## src/rtl/pulse_triggered_deserialiser_if.sv

```systemverilog
// ============================================================================
// Module : pulse_triggered_deserialiser_if
// Desc   : Serial-link and word-output bundle for the deserialiser.
// Rev    : 1.0 - initial release
// ============================================================================
`default_nettype none

interface pulse_triggered_deserialiser_if #(
  parameter int WIDTH = 16
);
  logic             serial_in;
  logic             valid_in;
  logic [WIDTH-1:0] data_out;
  logic             data_valid;
  logic             busy;
  logic             frame_error;
  logic [7:0]       err_count;

  modport master (
    output serial_in, valid_in,
    input  data_out, data_valid, busy, frame_error, err_count
  );

  modport slave (
    input  serial_in, valid_in,
    output data_out, data_valid, busy, frame_error, err_count
  );
endinterface

`default_nettype wire

```

## src/rtl/pulse_triggered_deserialiser.sv

```systemverilog
// ============================================================================
// Module : pulse_triggered_deserialiser
// Desc   : Rebuilds WIDTH-bit words from an MSB-first serial stream with a
//          first-bit strobe. Optional macro DESER_ERRCNT_EN adds err_count.
// Rev    : 1.0 - initial release
// ============================================================================
`default_nettype none

module pulse_triggered_deserialiser #(
  parameter int WIDTH      = 16,
  parameter int BIT_CYCLES = 1
) (
  input wire                              clk,
  input wire                              rst_n,
  pulse_triggered_deserialiser_if.slave   bus
);

  localparam logic [1:0] S_IDLE  = 2'd0;
  localparam logic [1:0] S_SHIFT = 2'd1;
  localparam logic [1:0] S_DONE  = 2'd2;

  localparam int             BW         = (WIDTH > 1) ? $clog2(WIDTH) : 1;
  localparam logic [BW-1:0]  BIT_TOP    = BW'(WIDTH - 1);
  localparam logic [7:0]     CYC_RELOAD = 8'(BIT_CYCLES - 1);
  localparam logic           HOLD_MSB   = (BIT_CYCLES > 1);

  logic [1:0]       state;
  logic [1:0]       state_next;
  logic [WIDTH-1:0] shreg;
  logic [BW-1:0]    bit_cnt;
  logic [7:0]       cyc_cnt;
  logic             msb_hold;
  logic             sample_edge;
  logic             start;
  logic             take_bit;
  logic             restart;
  logic             busy_c;
  logic             valid_c;
  logic [WIDTH-1:0] data_q;
  logic             valid_q;
  logic             ferr_q;

  always_ff @(posedge clk or negedge rst_n) begin
    if (!rst_n) begin
      state <= S_IDLE;
    end else begin
      state <= state_next;
    end
  end

  // Data bits are sampled on the last clk of their period; the MSB is taken
  // on the strobe clk, so its remaining clks are skipped via msb_hold.
  always_comb begin
    state_next  = state;
    start       = 1'b0;
    take_bit    = 1'b0;
    restart     = 1'b0;
    sample_edge = (state == S_SHIFT) && !msb_hold && (cyc_cnt == 8'd0);
    case (state)
      S_IDLE: begin
        if (bus.valid_in) begin
          start      = 1'b1;
          state_next = S_SHIFT;
        end
      end
      S_SHIFT: begin
        if (sample_edge) begin
          if (bus.valid_in) begin
            restart = 1'b1;
          end else begin
            take_bit = 1'b1;
            if (bit_cnt == BW'(1)) begin
              state_next = S_DONE;
            end
          end
        end
      end
      S_DONE: begin
        if (bus.valid_in) begin
          start      = 1'b1;
          state_next = S_SHIFT;
        end else begin
          state_next = S_IDLE;
        end
      end
      default: state_next = S_IDLE;
    endcase
  end

  always_comb begin
    busy_c  = (state == S_SHIFT);
    valid_c = (state == S_DONE);
  end

  always_ff @(posedge clk or negedge rst_n) begin
    if (!rst_n) begin
      shreg    <= '0;
      bit_cnt  <= '0;
      cyc_cnt  <= 8'd0;
      msb_hold <= 1'b0;
      data_q   <= '0;
      valid_q  <= 1'b0;
      ferr_q   <= 1'b0;
    end else begin
      valid_q <= valid_c;
      ferr_q  <= restart;
      if (valid_c) begin
        data_q <= shreg;
      end
      if (start || restart) begin
        shreg    <= {{(WIDTH-1){1'b0}}, bus.serial_in};
        bit_cnt  <= BIT_TOP;
        cyc_cnt  <= CYC_RELOAD;
        msb_hold <= HOLD_MSB;
      end else if (state == S_SHIFT) begin
        if (msb_hold) begin
          if (cyc_cnt == 8'd1) begin
            msb_hold <= 1'b0;
            cyc_cnt  <= CYC_RELOAD;
          end else begin
            cyc_cnt <= cyc_cnt - 8'd1;
          end
        end else if (take_bit) begin
          shreg   <= {shreg[WIDTH-2:0], bus.serial_in};
          bit_cnt <= bit_cnt - BW'(1);
          cyc_cnt <= CYC_RELOAD;
        end else begin
          cyc_cnt <= cyc_cnt - 8'd1;
        end
      end
    end
  end

  assign bus.data_out    = data_q;
  assign bus.data_valid  = valid_q;
  assign bus.busy        = busy_c;
  assign bus.frame_error = ferr_q;

`ifdef DESER_ERRCNT_EN
  logic [7:0] err_cnt;

  always_ff @(posedge clk or negedge rst_n) begin
    if (!rst_n) begin
      err_cnt <= 8'd0;
    end else if (restart && (err_cnt != 8'hFF)) begin
      err_cnt <= err_cnt + 8'd1;
    end
  end

  assign bus.err_count = err_cnt;
`else
  assign bus.err_count = 8'd0;
`endif

endmodule

`default_nettype wire

```

## src/flat_wrapper.sv

```systemverilog
// flat-port wrapper written by rule: the top's interface ports become plain ports
module pulse_triggered_deserialiser_flat 
#(
  parameter int WIDTH      = 16,
  parameter int BIT_CYCLES = 1
)
  (clk, rst_n, bus_serial_in, bus_valid_in, bus_data_out, bus_data_valid, bus_busy, bus_frame_error, bus_err_count);
  pulse_triggered_deserialiser_if #(.WIDTH(WIDTH)) bus_i ();
  input wire clk;
  input wire rst_n;
  input wire logic [$bits(bus_i.serial_in)-1:0] bus_serial_in;
  input wire logic [$bits(bus_i.valid_in)-1:0] bus_valid_in;
  output wire logic [$bits(bus_i.data_out)-1:0] bus_data_out;
  output wire logic [$bits(bus_i.data_valid)-1:0] bus_data_valid;
  output wire logic [$bits(bus_i.busy)-1:0] bus_busy;
  output wire logic [$bits(bus_i.frame_error)-1:0] bus_frame_error;
  output wire logic [$bits(bus_i.err_count)-1:0] bus_err_count;
  assign bus_i.serial_in = bus_serial_in;
  assign bus_i.valid_in = bus_valid_in;
  assign bus_data_out = bus_i.data_out;
  assign bus_data_valid = bus_i.data_valid;
  assign bus_busy = bus_i.busy;
  assign bus_frame_error = bus_i.frame_error;
  assign bus_err_count = bus_i.err_count;
  pulse_triggered_deserialiser #(.WIDTH(WIDTH), .BIT_CYCLES(BIT_CYCLES)) u_core (.clk(clk), .rst_n(rst_n), .bus(bus_i));
endmodule
```

## config.mk

```make
export PLATFORM = sky130hd
export DESIGN_NAME = pulse_triggered_deserialiser_flat
export DESIGN_NICKNAME = d
export VERILOG_FILES = /design/src/rtl/pulse_triggered_deserialiser_if.sv /design/src/rtl/pulse_triggered_deserialiser.sv /design/src/flat_wrapper.sv
export SDC_FILE = /design/constraint.sdc
export NUM_CORES = 1
export LEC_CHECK = 0
export ABC_AREA = 1
export BUFFER_PORTS_ARGS = -buffer_cell sky130_fd_sc_hd__buf_2
export CORE_AREA = 2 2 90 92
export DETAILED_ROUTE_END_ITERATION = 10
export DIE_AREA = 0 0 92 94
export SLEW_MARGIN = 25
export SYNTH_ARGS = -nofsm -noshare
export SYNTH_HDL_FRONTEND = slang
export SYNTH_SLANG_ARGS = --single-unit
```

## constraint.sdc

```tcl
create_clock -name clk -period 3.15 [get_ports clk]
set_input_delay 0.945 -clock clk [delete_from_list [all_inputs] [get_ports clk]]
set_output_delay 0.945 -clock clk [all_outputs]
set_load 0.05 [all_outputs]
```

After elaboration in Yosys (flattened, before gate mapping)
Cells that the tools add are included.
{"block": "op_classes", "add_sub_neg": 2, "mul": 0, "div_mod_pow": 0, "n_lt_le_gt_ge": 0, "eq_ne": 9, "shifts": 0, "mux": 30, "bitwise": 0, "n_reduce_logical": 11}
{"op": "$mux W16", "count": 4}
{"op": "$mux W8", "count": 5}
{"op": "$mux W4", "count": 4}
{"op": "$mux W1", "count": 12}
{"op": "$eq A8 B1 Y1 const B", "count": 1}
{"op": "$logic_not A8 Y1", "count": 1}
{"op": "$mux W2", "count": 4}
{"op": "$sub A8 B1 Y8 const B", "count": 1}
{"op": "$ne A2 B2 Y1 const B", "count": 3}
{"op": "$pmux W2 S3", "count": 1}
{"op": "$eq A4 B1 Y1 const B", "count": 1}
{"op": "$ne A2 B1 Y1 const B", "count": 2}
{"op": "$reduce_and A4 Y1", "count": 1}
{"op": "$reduce_bool A2 Y1", "count": 2}
{"op": "$sub A4 B1 Y4 const B", "count": 1}
{"op": "$reduce_and A3 Y1", "count": 1}
{"op": "$eq A2 B1 Y1 const B", "count": 1}
{"op": "$eq A2 B2 Y1 const B", "count": 1}
{"op": "$logic_and A1 B1 Y1", "count": 2}
{"op": "$logic_not A2 Y1", "count": 1}
{"op": "$reduce_or A2 Y1", "count": 1}
{"op": "$logic_not A1 Y1", "count": 1}
{"op": "$logic_or A1 B1 Y1", "count": 1}
{"block": "word_totals", "ff_bits": 49, "latch_bits": 0, "mem_bits_rw": 0, "romBits": 0, "inputBits": 4, "wordCells": 60, "memories": 0}

Logic depth before layout (Yosys ltp)
Gate-level depths: netlist (run 1).
{"block": "depth", "depth_word": 9, "depth_mapped": 9}

Worst setup path before layout (run 1)
No wires, ideal clock.
{"block": "synth_path", "kind": "register to output", "start": "register u_core.state[0]", "end": "output bus_busy", "arrival_ps": 828, "slack_ps": 1377, "path_stages_with_launch": 3, "n_path_buf": 0, "cell_sequence": "dfrtp_1 > nand2_1 > inv_1"}
{"block": "synth_via", "elab_chain_cells": 1}
{"item": "start, declared", "line": "pulse_triggered_deserialiser.sv:27", "source": "logic [1:0] state;"}
{"item": "start signal, assigned", "line": "pulse_triggered_deserialiser.sv:47", "source": "state <= state_next;"}
{"item": "$eq A2 B1 Y1", "line": "pulse_triggered_deserialiser.sv:91", "source": "busy_c = (state == S_SHIFT);"}
{"item": "end, declared", "line": "flat_wrapper.sv:15", "source": "output wire logic [$bits(bus_i.busy)-1:0] bus_busy;"}
Every way passes these cells.

Worst setup path in the final report (run 1)
Same ends and word-level chain as after synthesis.

==> flow_summary.toml, run 1 <==
[clock_network]
clk_latency_ns = 0.30
cts_tree = "yes"
h-tree-depth = 2
cts.repair.resized = 0
worst_setup_hold_path_clk_slew_ns = 0.09
cts.sink_count = 49
cell_at_the_root_of_the_clock_tree = "clkbuf_8"
cts-root-to-sink-buffers = 2
postCtsSetupRepairBufs = 0
cts-buffers-inserted = 5
hold_buffers = 0

[critical_path]
critPathArrivalTime_ns = 1.24
worst_setup_start_kind = "register"
critPathCaptureType = "output port"
timing_worst_setup_path_type = "reg2out"
worst-path-max-fanout = 5
critPathRequiredTime_ns = 2.20

[layout]
growth_of_design_area_from_synthesis_to_finish_pct = 13.05
post_route_cells_drive_above_1_share = 0.1550
fin_area_sq_mm = 0.002515
layout_commonest_cell = "dfrtp_1"
nets = 279
layout.cells.most_common_list = "dfrtp_1 (49), nand2_1 (40), inv_1 (37)"
ant_diodes = 0

[flow_run]
max_cap_violations = 0

[sta]
worst_clock_skew_ns = 0.01341
hold_viol = 0
setup_repair_after_global_routing_missed_its_margin = "no"
timing.final.crit_period_ns = 2.188
setup_viol = 0
timing.slew.headroom = 0.5021
timing.fmax_mhz = 457.0
worstMarginPinSlew_ns = 0.7460
fin_crit_sh = 0.6947
layout_setup_ws_ns = 0.9618
setup_total_negative_slack_ns = 0
maxSlewViolCount = 0

[synthesis]
postSynthAreaPerCell_sq_um = 8.970
synth_cell_types = 26
asyncSetResetFlopFracSynth = 1.000
syn_inst = 248
synth_compound_gate_area_share = 0.1024
combinational_family_with_the_most_area_after_synthesis = "simple AND/OR/NAND/NOR gates"
mappedNetlistArea_sq_mm = 0.002225
synth-seq-cells = 49
synth_warnings = 0
share_of_the_synthesized_netlist_area_taken_by_xor_and_xnor_gates = 0.01575
ys_dominant_reg_cell = "dfrtp_1"
synth-simple-area-share = 0.1867
synthMuxAreaShare = 0
synth-edff-count = 0
yosys.area_share.adder = 0.02812
register_area_share_after_synthesis = 0.5512

[place]
detailed_place_hpwl_um = 3022
placement.io_buffers = 22
place_congestion = 0.7638
post_place_instance_area_sq_mm = 0.002404
dp_slack_ns = 0.8607

[routing]
drt.antenna.violating_nets = 0
drt_pre_antenna_iters = 5
route.vias.total = 1636
viasPerCell = 4.386
drc = 0
drt_wl_total_um = 4183
drt_first_iter_violations = 65
drt-wirelength-per-cell_um = 11.21

[run_status]
run_status = "finished, final reports clean"

[grt]
grt_start_max_net_pins = 33
grt_first_pass_wirelength_um = 7465
grt_overflow_total = 0
initial_antenna_violation_count = 0
globalRouteTotalUtil = 0.1075
grt_pass1_vias = 1615

[pwr]
power_per_cell_area_mw_per_mm2 = 643.7
ir_drop_mv = 0.2012
leakage_power_nw = 1.236

[floorplanning]
die_width_um = 92
core_region_area_sq_mm = 0.007607
start_util = 0.2924
floorplan.io_pins = 31
row_count = 32
die_height_um = 94
dieArea_sq_mm = 0.008648

[hold_path]
timing.hold.worst.class = "reg2reg"
[flip-flops by register name, summed over array words and instances, names as in the netlist]
name / cells
u_core.shreg: 16
u_core.bus.data_valid: 1
u_core.msb_hold: 1
u_core.bit_cnt: 4
u_core.bus.data_out: 16
u_core.bus.frame_error: 1
u_core.cyc_cnt: 8
u_core.state: 2
[logic make-up after synthesis]
logic type	after synthesis
compound gates	44
xor+xnor	4
fa+ha+maj	5
buf+inv	57
flops	49
other cells	1
simple gates	88
[worst max-delay path, stage by stage, from the launching register on]
cell and delay (ns):
dfrtp_1 0.45, nand2_1 0.17, inv_1 0.07, buf_2 0.25
[synthesized netlist by cell type, types with 3 or more instances]
library cell  number  area [sq um]
a21oi_1            7         35.03
buf_4              8         60.06
clkbuf_1           5         18.77
dfrtp_1           49          1226
ha_1               5         62.56
inv_1             37         138.9
inv_2              3         11.26
nand2_1           40         150.1
nand2_2            4         25.02
nand3_1           10         50.05
nand4_1           16         100.1
nor2_1            10         37.54
nor3_1             3         15.01
o21ai_0           32         160.2
o21ai_1            4         20.02
[report_power, final]
part	internal, W	total (W)	switching, W
registers	0.000707	0.000775	0.0000681
clock network	0.000239	0.000448	0.000209
logic	0.000133	0.000397	0.000264
[routing by layer]
metal	global-route usage	part of all wire	wire length, um	up-vias
met4	0.02985	0.013	54	0
li1	-	-	-	824
met5	0	0	0	-
met2	0.1783	0.45	1881	33
met1	0.1378	0.49	2050	771
met3	0.03050	0.047	197	8
[path summary, 6_finish.rpt]
kind	startpoint	end	slack [ns]	cells past startpoint
worst max-delay path	u_core.state[0]	bus_busy	0.96	3
worst min-delay path	u_core.bus.data_out[11]	u_core.bus.data_out[11]	0.49	2
worst max register to register	u_core.state[0]	u_core.cyc_cnt[7]	1.47	9
worst min register to register	u_core.bus.data_out[11]	u_core.bus.data_out[11]	0.49	2
max in group asynchronous	rst_n	u_core.bus.data_out[8]	2.01	2
min in group asynchronous	rst_n	u_core.bus.data_out[0]	0.54	1
[area by class of cell]
type	count	area (sq um)
tap	102	127.6
clock inverter	2	38.79
timing repair buffer	24	125.1
clock buffer	6	72.57
fill	815	5092
inverter	41	153.9
sequential	49	1226
multi-input combinational	149	770.7
[metrics by stage]
step           std cells  hold WS (ns)  utilization  total power (W)
2_1_floorplan        255        0.4515            -         0.001102
3_3_place_gp         365        0.4605       0.3160         0.001171
3_5_place_dp         365        0.4686       0.3160         0.001188
4_1_cts              373        0.4922       0.3306         0.001640
5_1_grt              373        0.5117       0.3306         0.001742
6_report             373        0.4851       0.3306         0.001619
(Power assumes the default switching activity.)
==> run 2: changes to the inputs <==
==> constraint.sdc (replaced) <==
create_clock -name clk -period 2 [get_ports clk]
set_input_delay 0.6 -clock clk [delete_from_list [all_inputs] [get_ports clk]]
set_output_delay 0.6 -clock clk [all_outputs]
set_load 0.05 [all_outputs]
==> flow_summary.toml, run 2 (synthesis gave the netlist of run 1 again) <==
[routing]
drc = 0
route.vias.total = 1640
drt_first_iter_violations = 100
drt_wl_total_um = 4154
drt-wirelength-per-cell_um = 11.11
drt_pre_antenna_iters = 4
viasPerCell = 4.385
drt.antenna.violating_nets = 0

[critical_path]
worst_r2r_endpoint = "u_core.state[0]"
timing.critical_path.from = "u_core.state[0]"
rr_worst_depth = 8
worst-r2r-setup-slack_ns = 0.48
worst_setup_start_kind = "register"
regToRegStartpoint = "u_core.cyc_cnt[5]"
critPathCaptureType = "output port"
critPathRequiredTime_ns = 1.40
worst-path-max-fanout = 5
timing_worst_setup_path_type = "reg2out"
critPathArrivalTime_ns = 1.26

[layout]
fin_area_sq_mm = 0.002535
ant_diodes = 0
layout_commonest_cell = "dfrtp_1"
nets = 280
growth_of_design_area_from_synthesis_to_finish_pct = 13.95
n_fill_cell = 816
finalCoreUtilization = 0.3332
post_route_cells_drive_above_1_share = 0.1581
layout.cells.most_common_list = "dfrtp_1 (49), nand2_1 (40), inv_1 (37)"

[clock_network]
postCtsSetupRepairBufs = 0
cts_tree = "yes"
cts-root-to-sink-buffers = 2
cts.repair.resized = 0
h-tree-depth = 2
hold_buffers = 0
cts.sink_count = 49
cell_at_the_root_of_the_clock_tree = "clkbuf_8"
clk_latency_ns = 0.31
worst_setup_hold_path_clk_slew_ns = 0.10
cts-buffers-inserted = 5

[grt]
grt_pass1_vias = 1579
grt_start_max_net_pins = 50
initial_antenna_violation_count = 0
grt_first_pass_wirelength_um = 7334
grt_overflow_total = 0
globalRouteTotalUtil = 0.1063

[sta]
timing.slew.headroom = 0.4888
timing.fmax_mhz = 539.0
layout_setup_ws_ns = 0.1446
setup_total_negative_slack_ns = 0
hold_viol = 0
worstMarginPinSlew_ns = 0.7659
fin_crit_sh = 0.9277
maxSlewViolCount = 0
worst_clock_skew_ns = 0.01249
setup_viol = 0
setup_repair_after_global_routing_missed_its_margin = "no"
timing.final.crit_period_ns = 1.855

[run_status]
run_status = "finished, final reports clean"

[floorplanning]
die_height_um = 94
die_width_um = 92
dieArea_sq_mm = 0.008648
core_region_area_sq_mm = 0.007607
floorplan.io_pins = 31
start_util = 0.2924
row_count = 32

[pwr]
leakage_power_nw = 1.245
ir_drop_mv = 0.3585
power_per_cell_area_mw_per_mm2 = 1012

[place]
detailed_place_hpwl_um = 2827
post_place_instance_area_sq_mm = 0.002424
placement.io_buffers = 22
place_congestion = 0.7494
dp_slack_ns = 0.3171

[flow_run]
max_cap_violations = 0

[hold_path]
timing.hold.worst.class = "in2async"
run 2: changes by cell type in the layout (fill, tap and decap cells not counted), sizes merged:
cell and change:
buf +1
run 2: critical path, stage by stage, from the launching register on:
cell	delay, ns
dfrtp_1	0.45
nand2_1	0.16
inv_1	0.10
buf_2	0.26
run 2: how the worst max path moves through the flow:
stage,to,slack [ns],cells after the start
2_1_floorplan,bus_busy,0.57,2
6_report,bus_busy,0.14,3
5_1_grt,bus_busy,0.06,3
3_3_place_gp,u_core.cyc_cnt[7],0.39,9
3_5_place_dp,u_core.cyc_cnt[7],0.32,9
4_1_cts,bus_busy,0.13,3
run 2: final cells by class:
| class | count | area (sq um) | area share |
|---|---|---|---|
| timing repair buffer | 25 | 145.1 | 0.05726 |
| sequential | 49 | 1226 | 0.4837 |
| multi-input combinational | 149 | 770.7 | 0.3040 |
| tap | 102 | 127.6 | 0.05035 |
| inverter | 41 | 153.9 | 0.06071 |
| clock buffer | 6 | 72.57 | 0.02863 |
| clock inverter | 2 | 38.79 | 0.01530 |
run 2: layer usage:
metal | wire, um | track usage | up-vias
met4 | 59 | 0.03980 | 0
li1 | - | - | 827
met1 | 2048 | 0.1399 | 766
met2 | 1845 | 0.1673 | 42
met3 | 201 | 0.02970 | 5
met5 | 0 | 0 | -
run 2: power breakdown:
part / internal, W / switching [W]
registers: 0.00111 / 0.000106
logic: 0.000212 / 0.000418
clock network: 0.000376 / 0.000338
total: 0.00170 / 0.000863
run 2: through the flow:
step	hold slack (ns)	power, W	std cells
after CTS	0.2708	0.002585	374
after global routing	0.2697	0.002743	374
final	0.2468	0.002564	374
after floorplan	0.3044	0.001736	255
after global placement	0.4620	0.001858	366
after detailed placement	0.4701	0.001871	366
